===== src/rtl/punc_arb_pkg.sv =====
// Shared definitions for the PUnC memory arbiter: requester IDs, sizes and
// the ownership FSM encoding (state value doubles as the visible owner ID).
package punc_arb_pkg;

   localparam int NUM_REQ      = 3;
   localparam int ADDR_W       = 16;
   localparam int DATA_W       = 16;
   localparam int LOCK_TIMEOUT = 8;

   localparam logic [1:0] FETCH      = 2'd0;
   localparam logic [1:0] DATA       = 2'd1;
   localparam logic [1:0] DEBUG      = 2'd2;
   localparam logic [1:0] OWNER_NONE = 2'd3;

   typedef enum logic [1:0] {
      ST_OWN_FETCH = 2'd0,
      ST_OWN_DATA  = 2'd1,
      ST_OWN_DEBUG = 2'd2,
      ST_IDLE      = 2'd3
   } arb_state_t;

   function automatic logic [NUM_REQ-1:0] id_to_onehot(input logic [1:0] id);
      logic [NUM_REQ-1:0] oh;
      oh = '0;
      if (int'(id) < NUM_REQ)
         oh[id] = 1'b1;
      return oh;
   endfunction

endpackage


===== src/rtl/punc_mem_arbiter_if.sv =====
// Requester and memory-side bus of the PUnC memory arbiter, one lane per
// requester (0 fetch, 1 data, 2 debug) plus the shared memory port.
interface punc_mem_arbiter_if;
   import punc_arb_pkg::*;

   logic [NUM_REQ-1:0]             req;
   logic [NUM_REQ-1:0]             we;
   logic [NUM_REQ-1:0]             lock;
   logic [NUM_REQ-1:0][ADDR_W-1:0] addr;
   logic [NUM_REQ-1:0][DATA_W-1:0] wdata;
   logic [NUM_REQ-1:0]             gnt;
   logic [NUM_REQ-1:0]             rvalid;
   logic [DATA_W-1:0]              rdata;
   logic [ADDR_W-1:0]              mem_addr;
   logic [DATA_W-1:0]              mem_wdata;
   logic                           mem_we;
   logic [DATA_W-1:0]              mem_rdata;
   logic [1:0]                     owner;

   modport master (
      output req, we, lock, addr, wdata, mem_rdata,
      input  gnt, rvalid, rdata, mem_addr, mem_wdata, mem_we, owner
   );

   modport slave (
      input  req, we, lock, addr, wdata, mem_rdata,
      output gnt, rvalid, rdata, mem_addr, mem_wdata, mem_we, owner
   );

endinterface


===== src/rtl/punc_rr_picker.sv =====
// Combinational round-robin picker: the first active request after
// last_grant (wrapping 2 -> 0) wins, yielding a one-hot or zero grant.
module punc_rr_picker
   import punc_arb_pkg::*;
(
   input  logic [NUM_REQ-1:0] req,
   input  logic [1:0]         last_grant,
   output logic [NUM_REQ-1:0] gnt
);

   logic [1:0] cand;

   always_comb begin
      gnt  = '0;
      cand = '0;
      for (int i = 1; i <= NUM_REQ; i++) begin
         cand = 2'((int'(last_grant) + i) % NUM_REQ);
         if (gnt == '0 && req[cand])
            gnt[cand] = 1'b1;
      end
   end

endmodule


===== src/rtl/punc_mem_arbiter.sv =====
// Single-port memory arbiter for PUnC: round-robin among fetch/data/debug,
// with lockable ownership for multi-access sequences and a lock timeout.
module punc_mem_arbiter
   import punc_arb_pkg::*;
(
   input logic               clk,
   input logic               rst,
   punc_mem_arbiter_if.slave bus
);

   arb_state_t         state;
   logic [1:0]         last_grant;
   logic [2:0]         idle_cnt;
   logic [NUM_REQ-1:0] rvalid_q;
   logic [NUM_REQ-1:0] rr_gnt;
   logic [NUM_REQ-1:0] gnt;
   logic [NUM_REQ-1:0] rvalid;
   logic [1:0]         gnt_id;
   logic               gnt_any;
   logic               owner_req;

   punc_rr_picker u_picker (
      .req        (bus.req),
      .last_grant (last_grant),
      .gnt        (rr_gnt)
   );

   // A locked owner is the only requester eligible; reset blocks every grant
   // so nothing issued during reset can return data later.
   always_comb begin
      gnt = '0;
      if (!rst) begin
         if (state == ST_IDLE)
            gnt = rr_gnt;
         else
            gnt = bus.req & id_to_onehot(2'(state));
      end
   end

   always_comb begin
      gnt_id = FETCH;
      if (gnt[DATA])
         gnt_id = DATA;
      if (gnt[DEBUG])
         gnt_id = DEBUG;
   end

   assign gnt_any   = |gnt;
   assign owner_req = |(bus.req & id_to_onehot(2'(state)));

   assign bus.gnt       = gnt;
   assign bus.mem_we    = gnt_any & bus.we[gnt_id];
   assign bus.mem_addr  = gnt_any ? bus.addr[gnt_id]  : '0;
   assign bus.mem_wdata = gnt_any ? bus.wdata[gnt_id] : '0;

   // Ownership FSM, lock timeout and read-return tags. The timeout counter
   // counts cycles without a request from the owner; the 8th releases it.
   always_ff @(posedge clk) begin
      if (rst) begin
         state      <= ST_IDLE;
         last_grant <= DEBUG;
         idle_cnt   <= '0;
         rvalid_q   <= '0;
      end else begin
         rvalid_q <= gnt & ~bus.we;
         if (gnt_any) begin
            last_grant <= gnt_id;
            idle_cnt   <= '0;
            if (state == ST_IDLE) begin
               if (bus.lock[gnt_id])
                  state <= arb_state_t'(gnt_id);
            end else if (!bus.lock[gnt_id]) begin
               state <= ST_IDLE;
            end
         end else if (state != ST_IDLE && !owner_req) begin
            if (idle_cnt == 3'(LOCK_TIMEOUT - 1)) begin
               state    <= ST_IDLE;
               idle_cnt <= '0;
            end else begin
               idle_cnt <= idle_cnt + 3'd1;
            end
         end
      end
   end

   assign rvalid    = rst ? '0 : rvalid_q;
   assign bus.rvalid = rvalid;
   assign bus.rdata = (|rvalid) ? bus.mem_rdata : '0;
   assign bus.owner = rst ? OWNER_NONE : 2'(state);

endmodule


===== src/flat_wrapper.sv =====
// flat-port wrapper written by rule: the top's interface ports become plain ports
module punc_mem_arbiter_flat import punc_arb_pkg::*;
  (clk, rst, bus_req, bus_we, bus_lock, bus_addr, bus_wdata, bus_mem_rdata, bus_gnt, bus_rvalid, bus_rdata, bus_mem_addr, bus_mem_wdata, bus_mem_we, bus_owner);
  punc_mem_arbiter_if bus_i ();
  input logic clk;
  input logic rst;
  input wire logic [$bits(bus_i.req)-1:0] bus_req;
  input wire logic [$bits(bus_i.we)-1:0] bus_we;
  input wire logic [$bits(bus_i.lock)-1:0] bus_lock;
  input wire logic [$bits(bus_i.addr)-1:0] bus_addr;
  input wire logic [$bits(bus_i.wdata)-1:0] bus_wdata;
  input wire logic [$bits(bus_i.mem_rdata)-1:0] bus_mem_rdata;
  output wire logic [$bits(bus_i.gnt)-1:0] bus_gnt;
  output wire logic [$bits(bus_i.rvalid)-1:0] bus_rvalid;
  output wire logic [$bits(bus_i.rdata)-1:0] bus_rdata;
  output wire logic [$bits(bus_i.mem_addr)-1:0] bus_mem_addr;
  output wire logic [$bits(bus_i.mem_wdata)-1:0] bus_mem_wdata;
  output wire logic [$bits(bus_i.mem_we)-1:0] bus_mem_we;
  output wire logic [$bits(bus_i.owner)-1:0] bus_owner;
  assign bus_i.req = bus_req;
  assign bus_i.we = bus_we;
  assign bus_i.lock = bus_lock;
  assign bus_i.addr = bus_addr;
  assign bus_i.wdata = bus_wdata;
  assign bus_i.mem_rdata = bus_mem_rdata;
  assign bus_gnt = bus_i.gnt;
  assign bus_rvalid = bus_i.rvalid;
  assign bus_rdata = bus_i.rdata;
  assign bus_mem_addr = bus_i.mem_addr;
  assign bus_mem_wdata = bus_i.mem_wdata;
  assign bus_mem_we = bus_i.mem_we;
  assign bus_owner = bus_i.owner;
  punc_mem_arbiter u_core (.clk(clk), .rst(rst), .bus(bus_i));
endmodule

===== config.mk =====
export PLATFORM = sky130hd
export DESIGN_NAME = punc_mem_arbiter_flat
export DESIGN_NICKNAME = d
export VERILOG_FILES = /design/src/rtl/punc_arb_pkg.sv /design/src/rtl/punc_mem_arbiter_if.sv /design/src/rtl/punc_rr_picker.sv /design/src/rtl/punc_mem_arbiter.sv /design/src/flat_wrapper.sv
export SDC_FILE = /design/constraint.sdc
export NUM_CORES = 1
export LEC_CHECK = 0
export BUFFER_PORTS_ARGS = -buffer_cell sky130_fd_sc_hd__buf_4
export CORE_MARGIN = 4
export CORE_UTILIZATION = 25
export DETAILED_ROUTE_END_ITERATION = 12
export PLACE_DENSITY = 0.61
export SYNTH_ARGS = -nofsm -noshare
export SYNTH_HDL_FRONTEND = slang
export SYNTH_SLANG_ARGS = --single-unit
export TNS_END_PERCENT = 50

===== constraint.sdc =====
create_clock -name clk -period 3.7 [get_ports clk]
set_input_delay 0.74 -clock clk [delete_from_list [all_inputs] [get_ports clk]]
set_output_delay 0.74 -clock clk [all_outputs]
set_load 0.005 [all_outputs]

== Yosys cells after proc, flatten, opt, wreduce, memory -nomap -nowiden ==
Cells that the tools add are included.
Word-level totals
  bits in registers: 10
  bits in latches: 0
  RAM bits: 0
  memory bits (read-only): 0
  output and inout bits: 57
  memories: 0
Operators by class
  add/subtract/negate cells: 4
  multipliers: 0
  divide/modulo/power cells: 3
  magnitude comparators: 10
  equal/unequal tests: 5
  shift-type cells: 0
  muxes and demuxes: 44
  bitwise logic cells: 7
  reductions and logical operators: 17
Operators with widths (count)
  32-bit by 3-bit modulo with 32-bit output (second input constant): 3
  16-bit two-way mux: 5
  16-bit binary-select mux with 2-bit select: 2
  3-bit two-way mux: 10
  2-bit two-way mux: 8
  2-bit by 3-bit < comparator with 1-bit output (second input constant): 5
  1-bit binary-select mux with 2-bit select: 5
  1-bit two-way mux: 10
  3-bit AND: 3
  3-bit OR reduction: 3
  1-bit demux with 2-bit select: 4
  2-bit by 1-bit >= comparator with 1-bit output (second input constant): 4
  1-bit logical AND: 7
  2-bit by 2-bit adder with 3-bit output (second input constant): 2
  3-bit zero test: 2
  3-bit inequality test (second input constant): 2
  3-bit OR: 2
  4-bit AND reduction: 1
  2-bit nonzero test: 2
  4-bit OR reduction: 1
  2-bit by 1-bit adder with 3-bit output (second input constant): 1
  3-bit by 1-bit adder with 3-bit output (second input constant): 1
  3-bit == test (second input constant): 1
  3-bit NOT: 1
  other kinds (5): 5

== Depth between registers and ports, before layout ==
  depth after elaboration: 22
  depth in mapped cells: 12
  depth with buffers taken out: 10

== Hierarchy ==
From an unflattened synthesis, not the netlist that was laid out.
Unflattened totals
  cells, all modules: 249
  area, all modules: 1814.2 um^2
By module, submodules not included
  punc_mem_arbiter: times used 1, cells an instance 207, area each 1549.0 um^2, seq. area each 200.2 um^2
  punc_rr_picker: times used 1, cells an instance 42, area each 265.3 um^2, seq. area each 0.0 um^2

== Worst setup path before layout ==
No wires, ideal clock.
  path type: input-to-output
  from: input bus_req[2]
  to: output bus_mem_wdata[15]
  arrival: 2361 ps
  slack: 599 ps
  stages on the path: 9
  path buffers: 2
  path through: buf_4 and4bb_1 o21ai_1 o311a_2 a41oi_4 inv_6 nor3_4 buf_8 nor2_2
Between the ends
  cells in the longest elaborated chain, start to end: 16
  elaborated cells on any way between the ends: 24
Ends and longest elaborated chain
  from (decl): RTL line flat_wrapper.sv:7  | input wire logic [$bits(bus_i.req)-1:0] bus_req;
  1-bit binary-select mux with 2-bit select: RTL line punc_rr_picker.sv:18  | if (gnt == '0 && req[cand])
  1-bit two-way mux (not written as such): RTL line punc_rr_picker.sv:18
  3-bit two-way mux: RTL line punc_rr_picker.sv:18
  3-bit zero test: RTL line punc_rr_picker.sv:18
  1-bit logical AND: RTL line punc_rr_picker.sv:18
  3-bit two-way mux: RTL line punc_rr_picker.sv:18
  3-bit zero test: RTL line punc_rr_picker.sv:18
  1-bit logical AND: RTL line punc_rr_picker.sv:18
  3-bit two-way mux (*): RTL line punc_rr_picker.sv:18
  3-bit two-way mux (*): RTL line punc_mem_arbiter.sv:33  | if (state == ST_IDLE)
  3-bit two-way mux (*): RTL line punc_mem_arbiter.sv:32  | if (!rst) begin
  net bus_gnt[1]: RTL line flat_wrapper.sv:13  | output wire logic [$bits(bus_i.gnt)-1:0] bus_gnt;
  1-bit two-way mux: RTL line punc_mem_arbiter.sv:42  | if (gnt[DATA])
  2-bit two-way mux: RTL line punc_mem_arbiter.sv:44  | if (gnt[DEBUG])
  16-bit binary-select mux with 2-bit select: RTL line punc_mem_arbiter.sv:54  | assign bus.mem_wdata = gnt_any ? bus.wdata[gnt_id] : '0;
  16-bit two-way mux (not written as such): RTL line punc_mem_arbiter.sv:54
  16-bit two-way mux (*): RTL line punc_mem_arbiter.sv:54
  to (decl): RTL line flat_wrapper.sv:17  | output wire logic [$bits(bus_i.mem_wdata)-1:0] bus_mem_wdata;
The timed path passes the listed nets; every way through them passes the cells marked *. The select of a mux whose other input is x is not followed.

== Final worst setup path ==
  from: register u_core.last_grant[0]
  to: output bus_mem_addr[3]
Between the ends
  cells in the longest elaborated chain, start to end: 20
  elaborated cells on any way between the ends: 44
Ends and longest elaborated chain
  from (decl): RTL line punc_mem_arbiter.sv:12  | logic [1:0] last_grant;
  from (signal assigned): RTL line punc_mem_arbiter.sv:67  | last_grant <= gnt_id;
  2-bit by 1-bit adder with 3-bit output: RTL line punc_rr_picker.sv:17  | cand = 2'((int'(last_grant) + i) % NUM_REQ);
  32-bit by 3-bit modulo with 32-bit output: RTL line punc_rr_picker.sv:17
  2-bit by 3-bit < comparator with 1-bit output (not written as such) or 2-bit by 1-bit >= comparator with 1-bit output (tied branches): RTL line punc_rr_picker.sv:19  | gnt[cand] = 1'b1;
  1-bit logical AND (not written as such): RTL line punc_rr_picker.sv:19
  1-bit two-way mux (not written as such): RTL line punc_rr_picker.sv:19
  1-bit demux with 2-bit select: RTL line punc_rr_picker.sv:19
  3-bit two-way mux: RTL line punc_rr_picker.sv:18
  3-bit zero test: RTL line punc_rr_picker.sv:18
  [4 not listed]
  3-bit two-way mux (*): RTL line punc_rr_picker.sv:18
  3-bit two-way mux (*): RTL line punc_mem_arbiter.sv:33
  3-bit two-way mux (*): RTL line punc_mem_arbiter.sv:32
  1-bit two-way mux: RTL line punc_mem_arbiter.sv:42
  2-bit two-way mux: RTL line punc_mem_arbiter.sv:44
  16-bit binary-select mux with 2-bit select: RTL line punc_mem_arbiter.sv:53  | assign bus.mem_addr = gnt_any ? bus.addr[gnt_id] : '0;
  16-bit two-way mux (not written as such): RTL line punc_mem_arbiter.sv:53
  16-bit two-way mux (*): RTL line punc_mem_arbiter.sv:53
  to (decl): RTL line flat_wrapper.sv:16  | output wire logic [$bits(bus_i.mem_addr)-1:0] bus_mem_addr;
Every way passes the cells marked *; elsewhere a longest branch is shown, timed or not. The select of a mux whose other input is x is not followed.

==> results.rst <==
.. list-table::
   :header-rows: 1

   * - Metric
     - Value
   * - Hold buffer count at cts
     - 0
   * - Synthesized netlist net count
     - 355
   * - Antenna violations before repair
     - 0
   * - Post-DRT Antenna Nets
     - 0
   * - Leakage power figure
     - 1.65 nW
   * - Area growth syn-to-layout
     - 76.1%
   * - Worst Setup EP
     - bus_mem_addr[3]
   * - Number of flip-flops and latches in the synthesized netlist
     - 10
   * - Worst setup EP type
     - output port
   * - Final-report hold violation count
     - 0
   * - Total power density per cell area
     - 512 nW/um^2
   * - CTS tree
     - built
   * - Overall power consumption
     - 1.77 mW
   * - Worst slew margin relative to its limit
     - 73.4%
   * - Total instance count after detailed placement
     - 492
   * - GP Congestion
     - 0.827
   * - Flip-flop and latch area
     - 201 um^2
   * - Final setup violation count
     - 0
   * - Transition time at the pin with the least slew margin
     - 0.399 ns
   * - Count of pins over their slew limit
     - 0
   * - Data required time at the worst endpoint
     - 2.96 ns
   * - CP max stage delay
     - 0.36 ns
   * - Crit-path max FO
     - 17
   * - Part of the cycle the worst path needs
     - 95.0%
   * - H-tree levels
     - 1
   * - Worst hold-check path type
     - flip-flop to flip-flop
   * - Internal reg-to-reg setup slack
     - 1.17 ns
   * - Net switching power of the design
     - 792 uW
   * - Part of the total power dissipated in the clock network
     - 6.4%
   * - Post-synthesis instance area
     - 1970 um^2
   * - First-iteration detailed-routing DRC count
     - 157
   * - Clock tree root driver cell
     - clkbuf_8
   * - Antenna cells
     - 0
   * - FF-to-FF path depth
     - 10
   * - Peak clock frequency supported by timing
     - 284 MHz
   * - Placeable Area
     - 7690 um^2
   * - Warnings, synthesis
     - 0
   * - CP bufs+invs
     - 4
   * - Final cell count without fillers
     - 501
   * - Peak supply drop
     - 0.000213 V
   * - Sum Neg Setup Slack
     - 0 ns
   * - Minimum clock period
     - 3.52 ns
   * - Final WL
     - 7.46 mm
   * - HPWL reported at the end of detailed placement
     - 6.12 mm
   * - Drc violations
     - 0
   * - Run status
     - complete, no violations
   * - Die Outline Area
     - 9360 um^2
   * - Detailed-route vias per instance
     - 4.98
   * - Prevailing post-synth register cell
     - dfxtp_1
   * - Number of I/O pins
     - 180
   * - Clock-pin transition on the worst setup and hold timing paths
     - 0.05 ns
   * - Int Power
     - 982 uW
   * - Post-synth EDFFs
     - 0
   * - Number of logic stages on the critical path including buffering
     - 12
   * - Largest net degree at the start of global routing
     - 38
   * - CP arrival
     - 2.78 ns
   * - Vias in the first global route
     - 2489
   * - Startpoint types
     - flip-flop
   * - Clock insertion delay at the later pin of the skew report
     - 0.24 ns
   * - Horizontal extent of the die
     - 96.8 um
   * - Fill cell count
     - 783
   * - Global routing usage summed across all routing layers
     - 14.8%
   * - Most common cell on crit path
     - buf_4
   * - Ys async rst share
     - 0%
   * - Nets@finish
     - 530
   * - Wire length of the first global-routing pass
     - 11.8 mm
   * - Vertical extent of the die
     - 96.8 um
   * - Average detailed-routed wire length per instance
     - 14.9 um
   * - Sequence of cells on the critical path
     - inv_2 > ha_4 > mux2i_1 > o21ai_2 > nor4b_4 > a22o_4 > nand2_4 > inv_8 > nor3_4 > buf_4 > a211oi_4 > buf_4
   * - # rows
     - 32
   * - Multi-input gate area in the final layout
     - 1580 um^2
   * - TritonCTS Buffers
     - 3
   * - Number of buffers added on ports
     - 179
   * - Vias after detailed routing
     - 2494
   * - Part of the power in registers
     - 8.6%
   * - Power share of the combinational group
     - 85.0%
   * - Max-cap violations
     - 0
   * - Path type of the worst setup path
     - flip-flop to output port
   * - Drt pass-1 iters
     - 6
   * - Post-synthesis area per instance
     - 8.71 um^2
   * - Starting Density
     - 25.6%
   * - GR Overflow Total
     - 0
   * - Origin of the worst setup path
     - u_core.last_grant[0]
   * - RSZ-0062 raised after global routing
     - false
   * - R2R Path Start
     - u_core.last_grant[0]
   * - Worst-case clock skew
     - 0.000764 ns
   * - Sequential cell area fraction in the yosys report
     - 10.2%
   * - Kind of cell adding the most delay to the critical path
     - compound AO/OA/AOI/OAI gates
   * - Share of layout cells above drive strength 1
     - 62.9%
   * - Worst reg2reg endpoint
     - u_core.state[1]
   * - Bufs on Longest Clock Path
     - 2
   * - Cell at the slowest stage of the critical path
     - dfxtp_1
   * - Number of sinks driven by the clock tree
     - 10
   * - Number of library cell types mapped by synthesis
     - 57
   * - Post-synthesis cell count
     - 226
   * - Switching power share of the total
     - 44.7%
## layout make-up
type                    count  share of cell area (%)
repair buffers            190                    42.5
well taps                 102                    3.68
flip-flops and latches     10                    5.81
multi-input cells         188                    45.6
inverters                   8                    1.23
clock buffers               3                    1.19
## flip-flops by register name, indices dropped and copies added (netlist names)
| signal | count |
|---|---|
| u_core.last_grant | 2 |
| u_core.state | 2 |
| u_core.idle_cnt | 3 |
| u_core.rvalid_q | 3 |
## per-layer routing
layer	share of wire, %	track usage, %	up-vias
met3	12	5.12	6
met2	49	26.3	146
met4	0.88	3.24	0
met1	37	17.0	1144
li1	-	-	1198
met5	0	0	-
## power groups by stage
stage          sequential (mW)  clock [mW]  combinational [mW]
2_1_floorplan            0.141           0               0.951
3_3_place_gp             0.149           0                1.42
3_5_place_dp             0.149           0                1.43
4_1_cts                  0.147       0.116                1.46
5_1_grt                  0.156       0.121                1.64
6_report                 0.153       0.114                1.51
## cell usage in the layout (no fill, tap or decap), types with 2 or more instances in the layout
cell type	n
buf_4	185
nor2_1	23
mux2i_1	21
and2_1	17
a211oi_2	17
a222oi_1	15
nor2_2	15
nand2_1	10
dfxtp_1	9
nor2b_1	8
inv_1	5
a21oi_1	4
buf_12	4
o21ai_1	3
o211a_1	3
ha_1	3
clkbuf_8	3
nand2b_1	2
nand3b_1	2
a21oi_2	2
o21ai_0	2
nor3b_1	2
o31ai_1	2
a21oi_4	2
or3_1	2
or2_2	2
a221oi_1	2
ha_4	2
## repair_timing
action	in CTS	in global routing
gates cloned	0	0
resized for setup	1	9
pin swaps	1	6
endpoints found under the setup margin	31	33
buffers inserted	3	3
## worst min path at each step
stage	from	end	cells past startpoint
after floorplan	u_core.idle_cnt[1]	u_core.idle_cnt[1]	2
after global placement	u_core.idle_cnt[1]	u_core.idle_cnt[1]	2
after detailed placement	u_core.idle_cnt[1]	u_core.idle_cnt[1]	2
after CTS	u_core.idle_cnt[1]	u_core.idle_cnt[1]	2
after global routing	u_core.idle_cnt[1]	u_core.idle_cnt[1]	2
final	u_core.idle_cnt[1]	u_core.idle_cnt[1]	2
## worst reg2reg max path: stages, from the launching register on
cell and delay [ns]:
dfxtp_1 0.36, inv_2 0.09, ha_4 0.24, clkbuf_2 0.16, nor3b_2 0.33, a211oi_2 0.10, a41oi_4 0.37, buf_4 0.22
nand4_1 0.25, o221ai_1 0.19, o21ai_1 0.10
## metrics by stage
stage	setup slack (ns)	utilization [%]	hold WS (ns)	instance area (um^2)
floorplan	0.599	-	0.436	1970
global placement	0.184	43.1	0.448	3310
detailed placement	0.150	43.1	0.455	3310
CTS	0.00369	44.2	0.465	3400
global route	0.0110	45.1	0.486	3470
finish	0.183	45.1	0.460	3470
## cells by family after synthesis
family                   synth area share, %
AND/OR/NAND/NOR                         29.9
AO/OA/AOI/OAI                           33.7
adder cells (fa/ha/maj)                 3.81
buffers and inverters                   11.8
flip-flops                              10.2
multiplexers                            10.7
## cells in the mapped netlist, types with 2 or more instances
library cell | number | area [um^2]
nor2_2 | 15 | 93.8
buf_4 | 4 | 30.0
o21ai_0 | 2 | 10.0
nand2b_1 | 2 | 12.5
or2_2 | 2 | 12.5
nand3b_1 | 2 | 15.0
a21oi_1 | 4 | 20.0
a21oi_4 | 2 | 32.5
a21oi_2 | 2 | 17.5
nor2_1 | 23 | 86.3
o31ai_1 | 2 | 15.0
nand2_1 | 10 | 37.5
mux2i_1 | 21 | 210
buf_6 | 4 | 45.0
o21ai_1 | 3 | 15.0
nor2b_1 | 8 | 50.1
a221oi_1 | 2 | 17.5
a211oi_2 | 18 | 225
or3_1 | 2 | 12.5
o211a_1 | 3 | 30.0
and2_1 | 17 | 106
dfxtp_1 | 10 | 200
buf_2 | 6 | 30.0
a222oi_1 | 15 | 150
inv_1 | 6 | 22.5
nor3b_1 | 2 | 15.0
ha_1 | 6 | 75.1
buf_8 | 4 | 60.1
No activity file was read; power rests on OpenSTA's default activity.
